## config.mk

```make
export PLATFORM = sky130hd
export DESIGN_NAME = alu_operand_stage
export DESIGN_NICKNAME = d
export VERILOG_FILES = /design/src/rtl/alu_operand_stage.sv
export SDC_FILE = /design/constraint.sdc
export NUM_CORES = 1
export LEC_CHECK = 0
export ABC_AREA = 1
export CAP_MARGIN = 20
export CORE_ASPECT_RATIO = 2
export CORE_MARGIN = 5
export CORE_UTILIZATION = 45
export CTS_BUF_LIST = sky130_fd_sc_hd__clkbuf_8 sky130_fd_sc_hd__clkbuf_16
export DETAILED_ROUTE_END_ITERATION = 8
export GPL_TIMING_DRIVEN = 0
export HOLD_SLACK_MARGIN = 0.02
export PLACE_DENSITY = 0.76
export SYNTH_ARGS = -nofsm -noshare
export SYNTH_HDL_FRONTEND = slang
export SYNTH_SLANG_ARGS = --single-unit
```

## constraint.sdc

```tcl
create_clock -name clk -period 4.4 [get_ports clk]
set_input_delay 0.88 -clock clk [delete_from_list [all_inputs] [get_ports clk]]
set_output_delay 0.88 -clock clk [all_outputs]
set_load 0.01 [all_outputs]
```

## src/rtl/alu_operand_stage.sv

```systemverilog
// Issue stage ahead of the Beta ALU: decodes opcode to alufn, builds forwarded
// A/B operands and registers them behind a valid/ready handshake with an optional 2-entry skid.
module alu_operand_stage #(
    parameter int DATA_W  = 32,
    parameter bit SKID_EN = 1'b1
) (
    input  logic              clk,
    input  logic              reset_n,
    input  logic              in_valid,
    output logic              in_ready,
    input  logic [31:0]       instr,
    input  logic [DATA_W-1:0] ra_data,
    input  logic [DATA_W-1:0] rb_data,
    input  logic              fwd_valid,
    input  logic [4:0]        fwd_reg,
    input  logic [DATA_W-1:0] fwd_data,
    output logic              out_valid,
    input  logic              out_ready,
    output logic [5:0]        alufn,
    output logic [DATA_W-1:0] a,
    output logic [DATA_W-1:0] b,
    output logic [4:0]        rc,
    output logic              illegal
);

    typedef struct packed {
        logic [5:0]        alufn;
        logic [DATA_W-1:0] a;
        logic [DATA_W-1:0] b;
        logic [4:0]        rc;
        logic              illegal;
    } entry_t;

    localparam logic [4:0] R31 = 5'd31;

    logic [5:0] op;
    logic [4:0] ra_idx;
    logic [4:0] rb_idx;
    entry_t     in_entry;

    // R31 always reads as zero, which also keeps a fwd_reg of 31 from ever forwarding.
    function automatic logic [DATA_W-1:0] pick_operand(
        input logic [4:0]        idx,
        input logic [DATA_W-1:0] rf_data,
        input logic              byp_valid,
        input logic [4:0]        byp_reg,
        input logic [DATA_W-1:0] byp_data
    );
        if (idx == R31)
            return '0;
        else if (byp_valid && (byp_reg == idx))
            return byp_data;
        else
            return rf_data;
    endfunction

    assign op     = instr[31:26];
    assign ra_idx = instr[20:16];
    assign rb_idx = instr[15:11];

    always_comb begin
        // NOTE: every field gets a default before the branches so no latch is inferred.
        in_entry    = '0;
        in_entry.rc = instr[25:21];
        if (op[5]) begin
            in_entry.a = pick_operand(ra_idx, ra_data, fwd_valid, fwd_reg, fwd_data);
            if (op[4])
                in_entry.b = {{(DATA_W-16){instr[15]}}, instr[15:0]};
            else
                in_entry.b = pick_operand(rb_idx, rb_data, fwd_valid, fwd_reg, fwd_data);
            unique case (op[3:0])
                4'h0:    in_entry.alufn = 6'b000000;
                4'h1:    in_entry.alufn = 6'b000001;
                4'h4:    in_entry.alufn = 6'b110011;
                4'h5:    in_entry.alufn = 6'b110101;
                4'h6:    in_entry.alufn = 6'b110111;
                4'h8:    in_entry.alufn = 6'b011000;
                4'h9:    in_entry.alufn = 6'b011110;
                4'hA:    in_entry.alufn = 6'b010110;
                4'hB:    in_entry.alufn = 6'b011001;
                4'hC:    in_entry.alufn = 6'b100000;
                4'hD:    in_entry.alufn = 6'b100001;
                4'hE:    in_entry.alufn = 6'b100011;
                default: in_entry.illegal = 1'b1;
            endcase
        end else begin
            in_entry.illegal = 1'b1;
        end
    end

    entry_t main_q, main_d;
    entry_t skid_q;
    logic   main_valid_q, main_valid_d;
    logic   skid_full_q, skid_full_d;
    logic   skid_load;
    logic   rdy_en_q;
    logic   accept;
    logic   out_hs;

    assign accept = in_valid & in_ready;
    assign out_hs = main_valid_q & out_ready;

    generate
        if (SKID_EN) begin : g_skid_ready
            assign in_ready = rdy_en_q & ~skid_full_q;
        end else begin : g_pass_ready
            assign in_ready = rdy_en_q & (out_ready | ~main_valid_q);
        end
    endgenerate

    // The skid entry only ever fills while main is full and stalled, so
    // draining it into main on the next output handshake keeps FIFO order.
    always_comb begin
        main_d       = main_q;
        main_valid_d = main_valid_q;
        skid_full_d  = skid_full_q;
        skid_load    = 1'b0;
        if (out_hs) begin
            if (skid_full_q) begin
                main_d      = skid_q;
                skid_full_d = 1'b0;
            end else if (accept) begin
                main_d = in_entry;
            end else begin
                main_valid_d = 1'b0;
            end
        end else if (accept) begin
            if (!main_valid_q) begin
                main_d       = in_entry;
                main_valid_d = 1'b1;
            end else if (SKID_EN) begin
                skid_load   = 1'b1;
                skid_full_d = 1'b1;
            end
        end
    end

    always_ff @(posedge clk or negedge reset_n) begin
        // NOTE: sequential state uses non-blocking assignments so all registers update together.
        if (!reset_n) begin
            main_q       <= '0;
            main_valid_q <= 1'b0;
            skid_full_q  <= 1'b0;
            rdy_en_q     <= 1'b0;
        end else begin
            main_q       <= main_d;
            main_valid_q <= main_valid_d;
            skid_full_q  <= skid_full_d;
            rdy_en_q     <= 1'b1;
        end
    end

    // NOTE: the skid payload has no reset; it is never observed unless skid_full_q is set.
    always_ff @(posedge clk) begin
        if (skid_load)
            skid_q <= in_entry;
    end

    assign out_valid = main_valid_q;
    assign alufn     = main_q.alufn;
    assign a         = main_q.a;
    assign b         = main_q.b;
    assign rc        = main_q.rc;
    assign illegal   = main_q.illegal;

endmodule

```

* After elaboration in Yosys (flattened, before gate mapping)
Cells that the tools add are included.
Cells by class: eq/ne operators 18, bitwise gates (word level) 4, reduce and logical (&&, ||, !) cells 10, muxes and demuxes 24
Operators by type and width (number):
- $mux W76 | 5
- $mux W32 | 5
- $mux W70 | 1
- $pmux W6 S11 | 1
- $eq A4 B4 Y1 const B | 7
- $eq A4 B3 Y1 const B | 3
- $mux W1 | 12
- $reduce_or A12 Y1 | 1
- $eq A5 B5 Y1 | 2
- $eq A5 B5 Y1 const B | 2
- $reduce_and A3 Y1 | 2
- $reduce_bool A2 Y1 | 3
- $eq A4 B1 Y1 const B | 1
- $logic_not A4 Y1 | 1
- $ne A2 B2 Y1 const B | 2
- $and A1 B1 Y1 | 3
- $logic_and A1 B1 Y1 | 2
- $ne A2 B1 Y1 const B | 1
- $reduce_and A2 Y1 | 1
- $not A1 Y1 | 1
Word-level totals: logic and storage cells 69, flip-flop bits (word level) 155

* Depth between registers and ports, before layout
Gate-level depths: netlist of run 1.
word-level depth 9, gate-level depth with buffers 13, gate-level depth less buffers 12

* Worst setup path before layout of run 1
No wires, ideal clock.
path type in2reg, from input in_valid, to register skid_q[0] (netlist bit), enable pin, stages on the path 2, buffers on the path 0, setup slack -266 ps, library setup time 511 ps, arrival 4155 ps, path through nand3_1 -> nor2_1
On the way: word-level cells in the longest chain between the ends 3
RTL lines:
- start: declaration | line 9 | input logic in_valid,
- $and A1 B1 Y1 | line 100 | assign accept = in_valid & in_ready;
- $mux W1 | line 127 | end else if (accept) begin
- $mux W1 | line 118 | if (out_hs) begin
- net skid_load | line 95 | logic skid_load;
- end signal: assignment | line 156 | skid_q <= in_entry;
- end: declaration | line 92 | entry_t skid_q;
The timed path passes the listed nets, and every way through them passes these cells. A chain may end at the register's enable or synchronous reset.

* Worst setup path after layout of run 1
from input out_ready, to register main_q (netlist bit a[25])
On the way: word-level cells in the longest chain between the ends 3
RTL lines:
- start: declaration | line 18 | input logic out_ready,
- $and A1 B1 Y1 * | line 101 | assign out_hs = main_valid_q & out_ready;
- $ne A2 B1 Y1 (no source line) or $reduce_bool A2 Y1 (tied branches)
- $reduce_and A3 Y1 (no source line)
- end signal: assignment | line 146 | main_q <= main_d;
- end: declaration | line 91 | entry_t main_q, main_d;
Every way passes the cells marked *; elsewhere a longest branch is shown, timed or not.

==> summary.txt, run 1 <==
Fillers: 1673
Area contributors post-synth: edfxtp_1 (27%), dfrtp_1 (23%), nand2_1 (20%), inv_1 (8.0%), nor2_1 (6.9%)
Slew Viols, Final: 0
Max Cap Viol: 0
Worst path top cell family by delay: buffers and inverters
RSZ-0062 raised after global routing: no
Final #Nets: 1562
final core occ: 0.622
# H-tree levels: 4
global-route wire length before repair: 42300 µm
dpl hpwl: 21000 µm
hold buffers post-CTS: 0
maximum vdd drop: 0.000306 V
total CTS buffers: 17
FFs w/ async S/R, synth: 0.510
largest net degree at the start of global routing: 59
Synth Cell Area: 0.00850 mm²
Synth Register Bits: 155
Post-synth top cells: nand2_1 (449), inv_1 (181), nor2_1 (156)
Worst-Margin Slew: 0.717 ns
WL/cell: 16.1 µm
status: completed
P_leak: 6.28 nW
EDFF count, synth: 76
CTS clock-pin slew for the worst setup and hold paths: 0.07 ns
CTS max path bufs: 2
IO buf count: 213
I/O Pins: 216
share of layout cells above drive strength 1: 0.0578
Worst Path Arrival: 2.93 ns
crit-path max cell delay: 0.55 ns
relative slew slack: 0.522
post-CTS sizing: 0
drt pass-1 iters: 6
Die Span Y: 204 µm
final WL: 27300 µm
critical path type: in2reg
top-count cell post-synth: nand2_1
critical path endpoint category: flip-flop
Vias: 8263
Post-synth top flop: dfrtp_1
Net Count, Synth: 1326
Distinct cells, synth: 29
Hold Vio Cnt, Final: 0
Core Area: 0.0187 mm²
dpl cells: 1660
Setup Buffers After CTS: 0
Clk Latency, worst-skew pair: 0.43 ns
Cell Pwr Density: 295 mW/mm²
final antenna-violating net count: 0
fmax: 382 MHz
Cells after Synth: 1188
syn_area_per_cell: 7.15 µm²
Hold WC Path Type: in2async
crit share post-route: 0.595
GP Congestion: 0.917
GRT Total Usage: 0.251
Sink Count: 155
Root Driver: clkbuf_16
Yosys warning total: 0
WP data required: 4.72 ns
initial antenna violation count: 1
Setup violations, final: 0
CP bufs+invs: 5
via/cell ratio: 4.88
DR DRC count: 0
nature of the critical path startpoint: input pin
non-filler instance count after layout: 1694
Worst path most repeated cell: nand2_1
1st-iter DRT viols: 481
vias in the first global route: 8356
CTS tree: built
post-synthesis sequential area ratio: 0.501
Initial Util: 0.453
Row Count: 71
die area: 0.0219 mm²
Setup Skew: 0.00893 ns
post-synth top area share: 0.269
Area growth syn-to-layout: 37.2%
slowest CP cell: clkdlybuf4s50_1
die width: 107 µm
critical path, cell by cell: clkdlybuf4s50_1 > nand2_1 > nor2_2 > inv_2 > a21boi_4 > inv_2 > buf_6 > buf_2 > nand2_1 > nand2_1
total gr overflow: 0
crit path time final: 2.62 ns
area leader, netlist: edfxtp_1
CP max FO: 10
[registers in the layout, indices dropped and copies added (netlist names)]
name,count
a,32
alufn,6
b,32
illegal,1
out_valid,1
rc,5
rdy_en_q,1
skid_full_q,1
skid_q,76
[power by group]
part / switching (mW) / total, mW / leakage (nW) / internal [mW]
clock: 0.662 / 1.52 / 0.294 / 0.858
sequential: 0.0000934 / 1.52 / 1.70 / 1.52
combinational: 0.214 / 0.389 / 4.29 / 0.175
[path summary, 6_finish.rpt]
| path | from | endpoint | slack [ns] | depth (start not counted) |
|---|---|---|---|---|
| max | out_ready | a[25] | 1.78 | 10 |
| min | reset_n | skid_full_q | 0.35 | 1 |
| max reg2reg | out_valid | a[25] | 2.38 | 9 |
| min reg2reg | a[0] | a[0] | 0.48 | 2 |
| max in group asynchronous | reset_n | a[31] | 3.42 | 2 |
| min in group clk | a[0] | a[0] | 0.48 | 2 |
[cells by family after synthesis]
| kind of cell | count (synthesis) | synth area share |
|---|---|---|
| and+or+nand+nor | 746 | 0.356 |
| AOI/OAI and AO/OA | 36 | 0.0258 |
| buffers and inverters | 250 | 0.117 |
| DFF | 155 | 0.501 |
| other | 1 | 0.000441 |
[metrics by stage]
stage	hold WS, ns	setup slack (ns)	power (mW)	area (µm²)	TNS (ns)
2_1_floorplan	0.491	1.00	1.73	8500	0
3_3_place_gp	0.464	-0.737	1.93	11000	-98.43
3_5_place_dp	0.464	1.35	1.94	11100	0
4_1_cts	0.351	1.77	3.44	11700	0
5_1_grt	0.367	1.66	3.55	11700	0
6_report	0.346	1.78	3.43	11700	0
[cells in the final DEF (no fill, tap or decap), types with 17 or more instances in the layout]
master             n
nor2_1           155
inv_1            181
dfrtp_1           79
nand2_1          449
nand4_1           32
nand3_1          103
clkdlybuf4s50_1  212
edfxtp_1          76
buf_2             33
clkbuf_16         17
clkbuf_1          22
[cell type report]
| type | instances | area [µm²] | area share |
|---|---|---|---|
| clock buffers | 17 | 425 | 0.0365 |
| inverters | 187 | 702 | 0.0602 |
| multi-input cells | 783 | 3260 | 0.279 |
| repair buffers | 217 | 2230 | 0.191 |
| plain buffers | 63 | 289 | 0.0248 |
| flip-flops and latches | 155 | 4260 | 0.365 |
| diodes | 2 | 5.00 | 0.000429 |
| well taps | 255 | 319 | 0.0274 |
| clock inverters | 15 | 174 | 0.0149 |
[metal layers]
metal  GRT usage  part of all wire
met1       0.269              0.36
met2       0.469              0.54
met3      0.0364             0.054
met4       0.124             0.042
met5           0                 0
Note: power is estimated with default switching activity, not from simulation.
==> run 2, diff against run 1 <==
CORE_UTILIZATION = 50   (was 45)
PLACE_DENSITY = 0.8   (was 0.76)
clock period = 2.7 ns   (was 4.4 ns; I/O delays follow)
==> run 2 against run 1 <==
Net effect:
- largest cell class unchanged
- setup slack got worse by 1.3 ns
- design area fell by 0.90%
- die area fell by 9.3%
- sequential share of layout area rose by 0.33 points
- clock-buffer cell count rose by 1
- clock skew fell by 0.0012 ns
- worst hold slack improved by 0.13 ns
- first-iteration DRC count rose by 9.1%
==> summary.txt, run 2 (same netlist as run 1, synthesis figures left out) <==
dpl hpwl: 20700 µm
global-route wire length before repair: 43300 µm
nature of the critical path startpoint: input pin
Initial Util: 0.507
final antenna-violating net count: 0
CTS clock-pin slew for the worst setup and hold paths: 0.07 ns
Vias: 8400
Core Area: 0.0168 mm²
Biggest register: skid_q
vias in the first global route: 8819
Worst path most repeated cell: nand2_1
worst setup margin: 0.435 ns
non-filler instance count after layout: 1645
drt pass-1 iters: 5
status: completed
total gr overflow: 0
maximum vdd drop: 0.000459 V
Area growth syn-to-layout: 36.0%
critical path endpoint category: flip-flop
Worst path top cell family by delay: buffers and inverters
Slew Viols, Final: 0
Setup Skew: 0.00773 ns
GRT Total Usage: 0.282
Worst Path Arrival: 2.59 ns
via/cell ratio: 5.11
post-route cell area: 0.0116 mm²
IO buf count: 213
critical path, cell by cell: clkdlybuf4s50_1 > nand2_1 > nor2_2 > inv_2 > a21boi_4 > inv_2 > buf_6 > buf_2 > nand2_1 > nand2_1
commonest non-fill, non-tap cell in the layout: nand2_1
final core occ: 0.689
WL/cell: 16.6 µm
dpl cells: 1611
Setup violations, final: 0
relative slew slack: 0.425
P_leak: 6.25 nW
crit-path max cell delay: 0.55 ns
placed inst area: 0.0110 mm²
Hold WC Path Type: reg2reg
Clk Latency, worst-skew pair: 0.43 ns
die area: 0.0199 mm²
CTS max path bufs: 2
CTS tree: built
# H-tree levels: 4
post-route setup TNS: 0 ns
1st-iter DRT viols: 525
Sink Count: 155
total CTS buffers: 17
share of layout cells above drive strength 1: 0.0571
Cell Pwr Density: 475 mW/mm²
die width: 102 µm
Row Count: 67
final WL: 27400 µm
Largest register FFs: 76
I/O Pins: 216
largest net degree at the start of global routing: 60
Max Cap Viol: 0
Root Driver: clkbuf_16
Final #Nets: 1562
Hold Vio Cnt, Final: 0
crit path time final: 2.26 ns
fmax: 442 MHz
crit share post-route: 0.839
RSZ-0062 raised after global routing: no
slowest CP cell: clkdlybuf4s50_1
initial antenna violation count: 1
DR DRC count: 0
WP data required: 3.02 ns
commonest non-fill, non-tap cells in the layout: nand2_1 (449), clkdlybuf4s50_1 (212), inv_1 (181), nor2_1 (155), nand3_1 (103)
CP bufs+invs: 5
Placement Setup Slack: -0.0382 ns
Worst-Margin Slew: 0.860 ns
critical path type: in2reg
Die Span Y: 194 µm
CP max FO: 10
GP Congestion: 0.921
Setup Buffers After CTS: 0
[run 2: cell count changes in the layout (fill, tap and decap cells not counted), sizes merged]
cell	previous run	this run
clkinv	4	5
bufinv	2	1
dlygate4sd3	0	1
clkinvlp	1	3
inv	195	192
buf	46	45
diode	2	1
clkbuf	39	40
[run 2: final timing paths]
check	startpoint	endpoint	slack (ns)	cells after the start
setup / recovery	out_ready	a[16]	0.44	10
hold / removal	a[31]	a[31]	0.48	2
setup reg to reg	skid_full_q	skid_q[37]	0.45	5
hold reg to reg	a[31]	a[31]	0.48	2
max in group asynchronous	reset_n	a[19]	1.51	3
min in group asynchronous	reset_n	b[10]	0.56	2
[run 2: cell type report]
cell class              count  area (µm²)
diodes                      1        2.50
fillers                  1438        5210
flip-flops and latches    155        4260
clock inverters            14         135
inverters                 187         702
plain buffers              63         289
well taps                 207         259
clock buffers              18         439
multi-input cells         783        3260
repair buffers            217        2210
[run 2: where the power goes]
group	internal, mW	total, mW	leakage (nW)	switching, mW
Sequential	2.49	2.49	1.70	0.000178
Combinational	0.286	0.633	4.28	0.346
Clock	1.31	2.37	0.276	1.05
Total	4.09	5.48	6.25	1.40
[run 2: repair_timing]
| item | in CTS | in global routing |
|---|---|---|
| gates resized for setup | 0 | 0 |
| hold endpoints to repair | 16 | 0 |
| hold buffers | 1 | 0 |
[run 2: metrics by stage]
step | hold WS [ns] | power [mW]
final | 0.478 | 5.48
after global routing | 0.499 | 5.67
after CTS | 0.481 | 5.50
after detailed placement | 0.464 | 3.16
after global placement | 0.462 | 3.14
after floorplan | 0.244 | 2.82
[run 2: layer usage]
layer | vias up | GRT usage | part of all wire | routed length, µm
met2 | 383 | 0.518 | 0.54 | 14900
met1 | 3823 | 0.303 | 0.35 | 9620
li1 | 4125 | - | - | -
met5 | - | 0 | 0 | 0
met3 | 69 | 0.0420 | 0.061 | 1670
met4 | 0 | 0.139 | 0.044 | 1210
[run 2: tightest hold or removal path, stage by stage (launching register included)]
cell,delay (ns)
dfrtp_1,0.34
nand2_1,0.05
nand2_1,0.05
==> run 3, diff against run 2 <==
clock period = 2.2 ns   (was 2.7 ns; I/O delays follow)
==> run 3 against run 2 <==
Net effect:
- cell count increased by 0.24%
- clock skew about the same
- first-iteration DRC count decreased by 7.6%
- combinational power increased by 24%
- highest routed layer unchanged
==> summary.txt, run 3 (same netlist as run 1, synthesis figures left out) <==
status: completed
Core Area: 0.0168 mm²
Area growth syn-to-layout: 37.4%
crit share post-route: 0.979
CTS clock-pin slew for the worst setup and hold paths: 0.07 ns
WP data required: 2.33 ns
total CTS buffers: 17
CP startpoint: skid_full_q
FF-to-FF setup slack: 0.05 ns
post-route cell area: 0.0117 mm²
critical path type: reg2reg
CTS tree: built
R2R cell count: 5
Worst path most repeated cell: nor2_4
Root Driver: clkbuf_16
Worst Path Arrival: 2.28 ns
critical path, cell by cell: nor2_4 > nand3_2 > nor2_4 > buf_12 > buf_16
placed inst area: 0.0110 mm²
Slew Viols, Final: 0
final antenna-violating net count: 0
vias in the first global route: 8654
final core occ: 0.697
Max Cap Viol: 0
Clk Latency, worst-skew pair: 0.43 ns
critical path endpoint category: flip-flop
Worst-Margin Slew: 0.842 ns
Largest register FFs: 76
largest net degree at the start of global routing: 61
RR Endpoint: skid_q[37]
RSZ-0062 raised after global routing: yes
P_leak: 6.32 nW
total gr overflow: 0
Placement Setup Slack: -0.403 ns
Fin Hold WS: 0.438 ns
GRT Total Usage: 0.279
fmax: 464 MHz
dpl hpwl: 20600 µm
GP Congestion: 0.878
Row Count: 67
crit-path max cell delay: 0.65 ns
die width: 102 µm
1st-iter DRT viols: 485
CTS max path bufs: 2
Hold Vio Cnt, Final: 0
nature of the critical path startpoint: flip-flop
drt pass-1 iters: 5
DR DRC count: 0
initial antenna violation count: 1
Biggest register: skid_q
worst setup margin: 0.0457 ns
Critical Path Sink: skid_q[37]
IO buf count: 213
Critical R2R Launch: skid_full_q
relative slew slack: 0.437
Cell Pwr Density: 596 mW/mm²
# H-tree levels: 4
commonest non-fill, non-tap cells in the layout: nand2_1 (449), clkdlybuf4s50_1 (212), inv_1 (181), nor2_1 (153), nand3_1 (102)
crit path time final: 2.15 ns
Hold WC Path Type: in2reg
Setup Skew: 0.00770 ns
Sink Count: 155
Final #Nets: 1566
Initial Util: 0.507
I/O Pins: 216
global-route wire length before repair: 42700 µm
share of layout cells above drive strength 1: 0.0673
maximum vdd drop: 0.000557 V
via/cell ratio: 5.07
commonest non-fill, non-tap cell in the layout: nand2_1
slowest CP cell: nor2_4
final WL: 27300 µm
die area: 0.0199 mm²
Vias: 8361
WL/cell: 16.6 µm
CP max FO: 27
Setup violations, final: 0
Die Span Y: 194 µm
[run 3: cell types whose count changed in the layout (fill, tap and decap cells not counted), moves of 3 or more]
cell	delta
nor2_4	+3
buf_2	-3
clkbuf_2	+7
buf_4	+4
clkbuf_4	+3
clkbuf_1	-6
[run 3: stage by stage]
| stage | total power [mW] | std cells | TNS [ns] |
|---|---|---|---|
| after floorplan | 3.46 | 1188 | -0.638 |
| after global routing | 7.16 | 1649 | -0.861 |
| after global placement | 3.86 | 1608 | -320.14 |
| after detailed placement | 3.87 | 1611 | -55.58 |
| final | 6.96 | 1649 | 0 |
| after CTS | 6.96 | 1644 | 0 |
[run 3: power by group]
| group | internal (mW) | switching (mW) | leakage, nW |
|---|---|---|---|
| clock | 1.79 | 1.34 | 0.303 |
| sequential | 3.05 | 0.000365 | 1.70 |
| combinational | 0.359 | 0.425 | 4.32 |
[run 3: what timing repair did]
action,in CTS,in global routing
buffers inserted,0,4
gates resized for setup,0,22
endpoints found under the setup margin,26,120
hold buffers,1,0
hold endpoints to repair,19,0
pin swaps,1,2
[run 3: layout make-up]
class / instances / area (µm²)
clock buffer: 18 / 450
buffer: 63 / 305
clock inverter: 14 / 171
antenna: 1 / 2.50
timing repair buffer: 221 / 2240
tap: 207 / 259
fill: 1437 / 5090
sequential: 155 / 4260
inverter: 187 / 704
multi-input combinational: 783 / 3280
[run 3: layer usage]
| metal | up-vias | GRT usage | wire [µm] |
|---|---|---|---|
| li1 | 4122 | - | - |
| met1 | 3834 | 0.305 | 9610 |
| met2 | 341 | 0.509 | 14900 |
| met3 | 64 | 0.0434 | 1780 |
| met4 | 0 | 0.133 | 1030 |
| met5 | - | 0 | 0 |
[run 3: worst max-delay path, delay by kind of cell (launching register included)]
| kind | cells | cell delay, ns |
|---|---|---|
| buffers and inverters | 2 | 0.49 |
| DFF | 1 | 0.44 |
| and+or+nand+nor | 3 | 0.87 |
[run 3: worst min-delay path by stage]
stage	from	to	cells past startpoint
6_report	instr[31]	skid_q[70]	3
5_1_grt	instr[31]	skid_q[0]	2
4_1_cts	instr[31]	skid_q[70]	3
3_5_place_dp	reset_n	b[9]	1
3_3_place_gp	b[14]	b[14]	2
2_1_floorplan	reset_n	a[0]	0
